[config.mk]
export PLATFORM = sky130hd
export DESIGN_NAME = sid_voice_arbiter
export DESIGN_NICKNAME = d
export VERILOG_FILES = /design/src/rtl/sid_voice_arbiter.sv
export SDC_FILE = /design/constraint.sdc
export NUM_CORES = 1
export LEC_CHECK = 0
export ABC_AREA = 0
export CORE_ASPECT_RATIO = 1.75
export CORE_MARGIN = 3
export CORE_UTILIZATION = 40
export CTS_CLUSTER_SIZE = 24
export DETAILED_ROUTE_END_ITERATION = 10
export PLACE_DENSITY_LB_ADDON = 0.1
export SLEW_MARGIN = 10
export SYNTH_ARGS = -nofsm -noshare
export SYNTH_HDL_FRONTEND = slang
export SYNTH_SLANG_ARGS = --single-unit
[constraint.sdc]
create_clock -name clk -period 2.6 [get_ports clk]
set_input_delay 0.78 -clock clk [delete_from_list [all_inputs] [get_ports clk]]
set_output_delay 0.78 -clock clk [all_outputs]
set_load 0.02 [all_outputs]
[src/rtl/sid_voice_arbiter.sv]
// rtl/sid_voice_arbiter.sv - shares one SID voice register set between two requesters
//
// Purpose:
//   Requester 0 (high priority) and requester 1 (low priority) each present a
//   voice bundle {frequency, duration, attack, sustain, waveform}. The arbiter
//   picks an owner and forwards that owner's bundle to the voice registers.
//   Whenever ownership changes, the gate (waveform bit0) is held low for at
//   least one cycle so that the voice ADSR retriggers. After the owner drops
//   its gate, the last bundle is held with gate=0 for a release tail.
//
// Ports:
//   clk, rst_n                 clock, asynchronous active-low reset
//   req0_* / req1_*            requester bundles; reqN_valid qualifies them
//   frequency .. waveform      registered voice bundle (waveform bit0 = gate)
//   grant                      one-hot owner: 2'b10 = requester 0,
//                              2'b01 = requester 1, 2'b00 = none
//   busy                       high whenever the arbiter is not IDLE

module sid_voice_arbiter #(
  parameter int RELEASE_CYCLES = 262144,
  parameter int GAP_CYCLES     = 4,
  parameter int PREEMPT        = 1,
  parameter int CNT_W          = 20
) (
  input  logic        clk,
  input  logic        rst_n,
  input  logic        req0_valid,
  input  logic [15:0] req0_frequency,
  input  logic [7:0]  req0_duration,
  input  logic [7:0]  req0_attack,
  input  logic [7:0]  req0_sustain,
  input  logic [7:0]  req0_waveform,
  input  logic        req1_valid,
  input  logic [15:0] req1_frequency,
  input  logic [7:0]  req1_duration,
  input  logic [7:0]  req1_attack,
  input  logic [7:0]  req1_sustain,
  input  logic [7:0]  req1_waveform,
  output logic [15:0] frequency,
  output logic [7:0]  duration,
  output logic [7:0]  attack,
  output logic [7:0]  sustain,
  output logic [7:0]  waveform,
  output logic [1:0]  grant,
  output logic        busy
);

  typedef enum logic [1:0] {
    IDLE    = 2'd0,
    OWN     = 2'd1,
    RELEASE = 2'd2,
    GAP     = 2'd3
  } state_t;

  localparam logic [CNT_W-1:0] REL_LOAD = CNT_W'(RELEASE_CYCLES - 1);
  localparam logic [CNT_W-1:0] GAP_LOAD = CNT_W'(GAP_CYCLES - 1);

  state_t           state;
  logic             owner;      // 0 = requester 0, 1 = requester 1
  logic [CNT_W-1:0] counter;
  logic [47:0]      voice_q;    // {frequency, duration, attack, sustain, waveform}

  logic        req0_act;
  logic        req1_act;
  logic        own_act;
  logic [47:0] bundle0;
  logic [47:0] bundle1;
  logic [47:0] own_bundle;
  logic [47:0] hold_gate_low;

  assign req0_act = req0_valid & req0_waveform[0];
  assign req1_act = req1_valid & req1_waveform[0];

  assign bundle0 = {req0_frequency, req0_duration, req0_attack, req0_sustain, req0_waveform};
  assign bundle1 = {req1_frequency, req1_duration, req1_attack, req1_sustain, req1_waveform};

  assign own_act       = owner ? req1_act : req0_act;
  assign own_bundle    = owner ? bundle1 : bundle0;
  assign hold_gate_low = {voice_q[47:1], 1'b0};

  assign {frequency, duration, attack, sustain, waveform} = voice_q;

  always_ff @(posedge clk or negedge rst_n) begin
    if (!rst_n) begin
      state   <= IDLE;
      owner   <= 1'b0;
      counter <= '0;
      voice_q <= '0;
      grant   <= 2'b00;
      busy    <= 1'b0;
    end else begin
      case (state)
        IDLE: begin
          if (req0_act) begin
            state   <= OWN;
            owner   <= 1'b0;
            voice_q <= bundle0;
            grant   <= 2'b10;
            busy    <= 1'b1;
          end else if (req1_act) begin
            state   <= OWN;
            owner   <= 1'b1;
            voice_q <= bundle1;
            grant   <= 2'b01;
            busy    <= 1'b1;
          end else begin
            voice_q <= hold_gate_low;
            grant   <= 2'b00;
            busy    <= 1'b0;
          end
        end

        OWN: begin
          if (!own_act) begin
            // Owner release wins over a simultaneous preemption request.
            state   <= RELEASE;
            counter <= REL_LOAD;
            voice_q <= hold_gate_low;
            grant   <= 2'b00;
          end else if ((PREEMPT != 0) && owner && req0_act) begin
            state   <= GAP;
            counter <= GAP_LOAD;
            voice_q <= hold_gate_low;
            grant   <= 2'b00;
          end else begin
            // Field changes with gate still high are forwarded without retrigger.
            voice_q <= own_bundle;
            grant   <= owner ? 2'b01 : 2'b10;
          end
          busy <= 1'b1;
        end

        RELEASE: begin
          // Gate has already been low for a cycle, so a takeover retriggers.
          if (req0_act) begin
            state   <= OWN;
            owner   <= 1'b0;
            counter <= '0;
            voice_q <= bundle0;
            grant   <= 2'b10;
            busy    <= 1'b1;
          end else if (req1_act) begin
            state   <= OWN;
            owner   <= 1'b1;
            counter <= '0;
            voice_q <= bundle1;
            grant   <= 2'b01;
            busy    <= 1'b1;
          end else if (counter == '0) begin
            state   <= IDLE;
            voice_q <= hold_gate_low;
            grant   <= 2'b00;
            busy    <= 1'b0;
          end else begin
            counter <= counter - 1'b1;
            voice_q <= hold_gate_low;
            grant   <= 2'b00;
            busy    <= 1'b1;
          end
        end

        GAP: begin
          voice_q <= hold_gate_low;
          grant   <= 2'b00;
          busy    <= 1'b1;
          if (counter == '0) begin
            // Enter OWN with the gate still low; the bundle is loaded by OWN
            // on the following edge, which adds one more gate-low cycle.
            if (req0_act) begin
              state <= OWN;
              owner <= 1'b0;
            end else begin
              state   <= RELEASE;
              counter <= REL_LOAD;
            end
          end else begin
            counter <= counter - 1'b1;
          end
        end

        default: begin
          state   <= IDLE;
          voice_q <= hold_gate_low;
          grant   <= 2'b00;
          busy    <= 1'b0;
        end
      endcase
    end
  end

endmodule

==> results.md, run 1 <==
- Status: completed
- Final WL: 11400 um
- CTS tree: yes
- Vias/cell: 5.76
- Horiz. Die Dim: 78.4 um
- Pins Over Slew Limit: 0
- PortBufs: 150
- Worst-Margin Slew: 478 ps
- First-pass GRT wire length: 18400 um
- Largest net degree at the start of global routing: 49
- I/O pins: 151
- Clock-pin transition on the worst setup and hold timing paths: 60 ps
- Remaining DRCs: 0
- Synthesis-stage register bit count: 74
- DRC marker count from the first detailed-route iteration: 424
- Fmax: 429 MHz
- Avg Cell Area, Syn: 10.1 um^2
- Fin cells: 644
- Worst-Skew Late Latency: 330 ps
- Leakage: 2.60 nW
- Pre-Repair DR Iteration Count: 9
- Area Overhead vs Synth: 58.7%
- Post-DP HPWL: 8430 um
- CP Class: input pin to flip-flop
- Placed insts: 628
- Core Area: 0.00878 mm^2
- Endpoints failing hold: 0
- MaxCap Viol Count: 0
- GRT Util Overall: 22.3%
- Worst path required time: 2810 ps
- Synth Cell Area: 0.00367 mm^2
- Footprint of the multi-input gates: 0.00148 mm^2
- Setup Skew: 6.92 ps
- Clk root buf: clkbuf_16
- Initial antenna violation count: 0
- Die Area: 0.0104 mm^2
- Initial core utilization: 41.8%
- Leading post-synthesis cells by cell area: dfrtp_1, a222oi_1, inv_1
- Inserted Clock Buffers: 9
- DRT antenna net count: 0
- Seq/Total Area, Yosys: 50.5%
- Unrepaired setup endpoints after global routing: false
- Asr flop ratio synth: 100%
- Worst Setup End Kind: flip-flop
- Hold_buf cts: 0
- Relative slew slack: 67.9%
- CTS resizes: 0
- Data arrival, critical path: 2540 ps
- Setup Buffers After CTS: 0
- EDFF count, synth: 0
- Grt ovf: 0
- Gate Count Post-Synth: 362
- Cell with the most instances after synthesis: dfrtp_1
- Vias in the first global route: 3803
- Die height: 133 um
- Worst min-delay path category: input pin to asynchronous set/reset pin
- Pwr/cell area: 1010 mW/mm^2
- ANT cells: 0
- # clock sinks: 74
- Via count: 3710
- Type of origin of the critical path: input pin
- CP Max Fanout: 41
- Main flop type after synthesis: dfrtp_1
- Rows: 45
- Fillcell total: 738
- Leading post-synthesis cells by instance count: dfrtp_1, inv_1, a222oi_1
- Syn Nets: 463
- Max H-tree Level: 3
- Routability congestion estimate from global placement: 0.876
- Cell taking the most area after synthesis: dfrtp_1
- Share of cells above drive strength 1: 12.3%
- Power Total: 0.00586 W
- Synth warn: 0
- Setup-failing EPs final: 0
- FF/Latch Area: 0.00185 mm^2
- Post-route clock period utilization: 89.6%
- Post-synth cell types: 54
- Peak VDD IR: 549 uV
- Final min period: 2330 ps
- Routed len/inst: 17.8 um
- Final net count: 623
- Synth top area share: 50.5%
- Max clock buf depth: 2
## power by group
group          internal [W]  switching (W)
Clock              0.000848       0.000471
Sequential          0.00166       0.000394
Combinational       0.00128        0.00121
## kinds of logic after synthesis
group / count (synthesis) / share of synthesized area (%)
simple gates: 62 / 9.92
buf+inv: 90 / 9.93
flops: 74 / 50.5
compound gates: 135 / 29.3
fa+ha+maj: 1 / 0.341
## state kept, by name, summed over array words and instances (netlist names)
register,flops
state,2
counter,20
busy,1
grant,2
owner,1
voice_q,48
## final timing paths
kind	to	cells past startpoint	start	slack, ps
setup / recovery	voice_q[24]$_DFFE_PN0P_	8	req0_waveform[0]	270
hold / removal	counter[2]$_DFFE_PN0P_	1	rst_n	390
setup reg to reg	counter[3]$_DFFE_PN0P_	7	counter[11]$_DFFE_PN0P_	300
hold reg to reg	voice_q[37]$_DFFE_PN0P_	2	voice_q[37]$_DFFE_PN0P_	510
max in group asynchronous	voice_q[13]$_DFFE_PN0P_	2	rst_n	1640
min in group clk	voice_q[37]$_DFFE_PN0P_	2	voice_q[37]$_DFFE_PN0P_	510
## layout make-up
| cell class | count | area share [%] |
|---|---|---|
| Inverter | 60 | 3.87 |
| Clock inverter | 3 | 0.774 |
| Tap cell | 117 | 2.51 |
| Timing Repair Buffer | 179 | 30.8 |
| Sequential cell | 74 | 31.8 |
| Multi-Input combinational cell | 198 | 25.5 |
| Clock buffer | 13 | 4.81 |
## layer usage
metal  GRT usage, %  part of all wire, %  up-vias
li1               -                    -     1710
met1           24.4                   36     1841
met2           40.9                   56      146
met3           6.27                  6.7       13
met4           6.91                  1.5        0
met5              0                    0        -
## cell usage in the layout, fill, tap and decap left out, types with 2 or more instances in the layout
master	n
buf_4	24
o41ai_1	3
or3_1	3
a21o_1	3
inv_1	60
and2_1	2
nor4_1	5
clkbuf_8	4
o21ai_2	8
a32oi_1	2
o31ai_1	11
nor3_1	10
o21ai_0	10
a222oi_1	47
clkdlybuf4s50_1	149
clkinvlp_4	2
a21oi_1	16
clkbuf_16	9
nand2_1	4
a31oi_1	12
a211oi_1	6
nand3_1	7
nor2_1	14
buf_12	6
nor2b_1	2
or2_1	2
dfrtp_1	74
## worst max-delay path: stages
cell and delay (ps):
clkdlybuf4s50_1 470, and2_1 210, buf_4 150, a21oi_1 230
o21ai_4 100, buf_12 180, a222oi_1 320, inv_1 80
## through the flow
stage	utilization, %	hold WS [ps]	cell area [um^2]	TNS, ps	worst slack [ps]
6_report	66.3	391	5820	0	270
4_1_cts	66.3	404	5820	0	291
3_3_place_gp	62.6	487	5500	-34.2	-22.2
3_5_place_dp	62.6	491	5500	-668	-63.5
5_1_grt	66.3	415	5820	0	108
2_1_floorplan	-	484	3670	0	426
No activity file was read; power rests on OpenSTA's default activity.
==> run 2, diff against run 1 <==
--- a/config.mk
+++ b/config.mk
@@ -11,6 +11,7 @@
 export CORE_UTILIZATION = 40
 export CTS_CLUSTER_SIZE = 24
 export DETAILED_ROUTE_END_ITERATION = 10
+export GPL_ROUTABILITY_DRIVEN = 0
 export PLACE_DENSITY_LB_ADDON = 0.1
 export SLEW_MARGIN = 10
 export SYNTH_ARGS = -nofsm -noshare
==> results.md, run 2 (synthesized netlist as in run 1, its figures left out) <==
- Status: completed
- Setup Buffers After CTS: 0
- Worst-Margin Slew: 638 ps
- Relative slew slack: 57.5%
- Pins Over Slew Limit: 0
- Share of cells above drive strength 1: 12.7%
- CTS resizes: 0
- Worst slack on hold paths: 448 ps
- Routed len/inst: 18.5 um
- Final net count: 625
- Max reg flops: 48
- Type of origin of the critical path: input pin
- Max H-tree Level: 3
- Final min period: 2320 ps
- Grt ovf: 0
- Post-route core utilization: 66.1%
- Area Overhead vs Synth: 58.3%
- Hold_buf cts: 0
- Top flop regs: voice_q x48, counter x20
- Initial antenna violation count: 0
- Endpoints failing hold: 0
- Vias in the first global route: 3814
- Largest net degree at the start of global routing: 49
- Crit path cell chain: clkdlybuf4s50_1, and2_1, buf_4, a21oi_1, o21ai_4, buf_12, a222oi_1, inv_1
- Pwr/cell area: 1000 mW/mm^2
- Initial core utilization: 41.8%
- Die height: 133 um
- Clk root buf: clkbuf_16
- Worst min-delay path category: input pin to asynchronous set/reset pin
- Data arrival, critical path: 2540 ps
- Final setup TNS: 0 ps
- Top reg by flops: voice_q
- CTS tree: yes
- Peak VDD IR: 547 uV
- Final WL: 11900 um
- WP buf/inv: 4
- Max clock buf depth: 2
- Pre-Repair DR Iteration Count: 9
- Worst path max stage delay: 470 ps
- CP Max Fanout: 41
- Worst-Skew Late Latency: 340 ps
- First-pass GRT wire length: 19000 um
- PortBufs: 150
- CP Class: input pin to flip-flop
- Vias/cell: 5.82
- Die Area: 0.0104 mm^2
- DRT antenna net count: 0
- Setup Skew: 4.50 ps
- Power Total: 0.00581 W
- Fillcell total: 732
- Worst path required time: 2820 ps
- # clock sinks: 74
- Post-route clock period utilization: 89.3%
- Post-DP HPWL: 8760 um
- MaxCap Viol Count: 0
- GRT Util Overall: 23.3%
- Via count: 3759
- Placed inst area: 0.00550 mm^2
- Inserted Clock Buffers: 9
- CP delay by family, top: buffers and inverters
- Commonest cells after routing, fill and taps aside: clkdlybuf4s50_1, dfrtp_1, inv_1, a222oi_1, buf_4
- CP max stage cell: clkdlybuf4s50_1
- Worst Setup End Kind: flip-flop
- DRC marker count from the first detailed-route iteration: 422
- Clock-pin transition on the worst setup and hold timing paths: 60 ps
- Commonest non-fill, non-tap cell in the layout: clkdlybuf4s50_1
- I/O pins: 151
- ANT cells: 0
- Unrepaired setup endpoints after global routing: false
- Remaining DRCs: 0
- Setup-failing EPs final: 0
- Horiz. Die Dim: 78.4 um
- Post-Layout Inst Area: 0.00581 mm^2
- Rows: 45
- Leakage: 2.61 nW
- Core Area: 0.00878 mm^2
- Fmax: 431 MHz
==> run 2: area by class of cell <==
class	instances	area (um^2)	area share [%]
inverters	60	225	3.88
flip-flops and latches	74	1850	31.9
multi-input cells	198	1480	25.5
repair buffers	181	1790	30.9
well taps	117	146	2.52
clock buffers	11	253	4.35
clock inverters	5	52.6	0.905
==> run 2: per-layer routing <==
layer	track usage [%]	wire length, um	up-vias
met2	42.0	6620	185
met1	24.6	4120	1833
met5	0	0	-
met3	6.34	792	28
li1	-	-	1713
met4	10.9	399	0
==> run 2: worst paths after layout <==
check | startpoint | to | slack [ps] | depth (start not counted)
min | rst_n | counter[6]$_DFFE_PN0P_ | 450 | 1
min reg2reg | voice_q[26]$_DFFE_PN0P_ | voice_q[26]$_DFFE_PN0P_ | 510 | 2
max reg2reg | counter[11]$_DFFE_PN0P_ | counter[2]$_DFFE_PN0P_ | 280 | 7
min in group clk | voice_q[26]$_DFFE_PN0P_ | voice_q[26]$_DFFE_PN0P_ | 510 | 2
max in group asynchronous | rst_n | voice_q[31]$_DFFE_PN0P_ | 1530 | 2
max | req0_waveform[0] | voice_q[24]$_DFFE_PN0P_ | 280 | 8
==> run 2: per-stage QoR <==
step,std cells,worst slack (ps)
4_1_cts,646,266
5_1_grt,646,139
3_3_place_gp,630,-23.6
2_1_floorplan,362,426
3_5_place_dp,630,-44.0
6_report,646,279
==> run 2: where the power goes <==
part	total [W]	switching [W]	internal [W]
Combinational	0.00249	0.00121	0.00128
Clock	0.00126	0.000474	0.000789
Sequential	0.00206	0.000398	0.00166
Total	0.00581	0.00208	0.00372
==> run 2: worst reg2reg max path, cell delays in order, from the launching register on <==
cell	delay (ps)
dfrtp_1	420
or3_1	460
or4_4	590
nor3_4	180
or2_1	170
buf_12	160
buf_4	140
o21ai_0	80
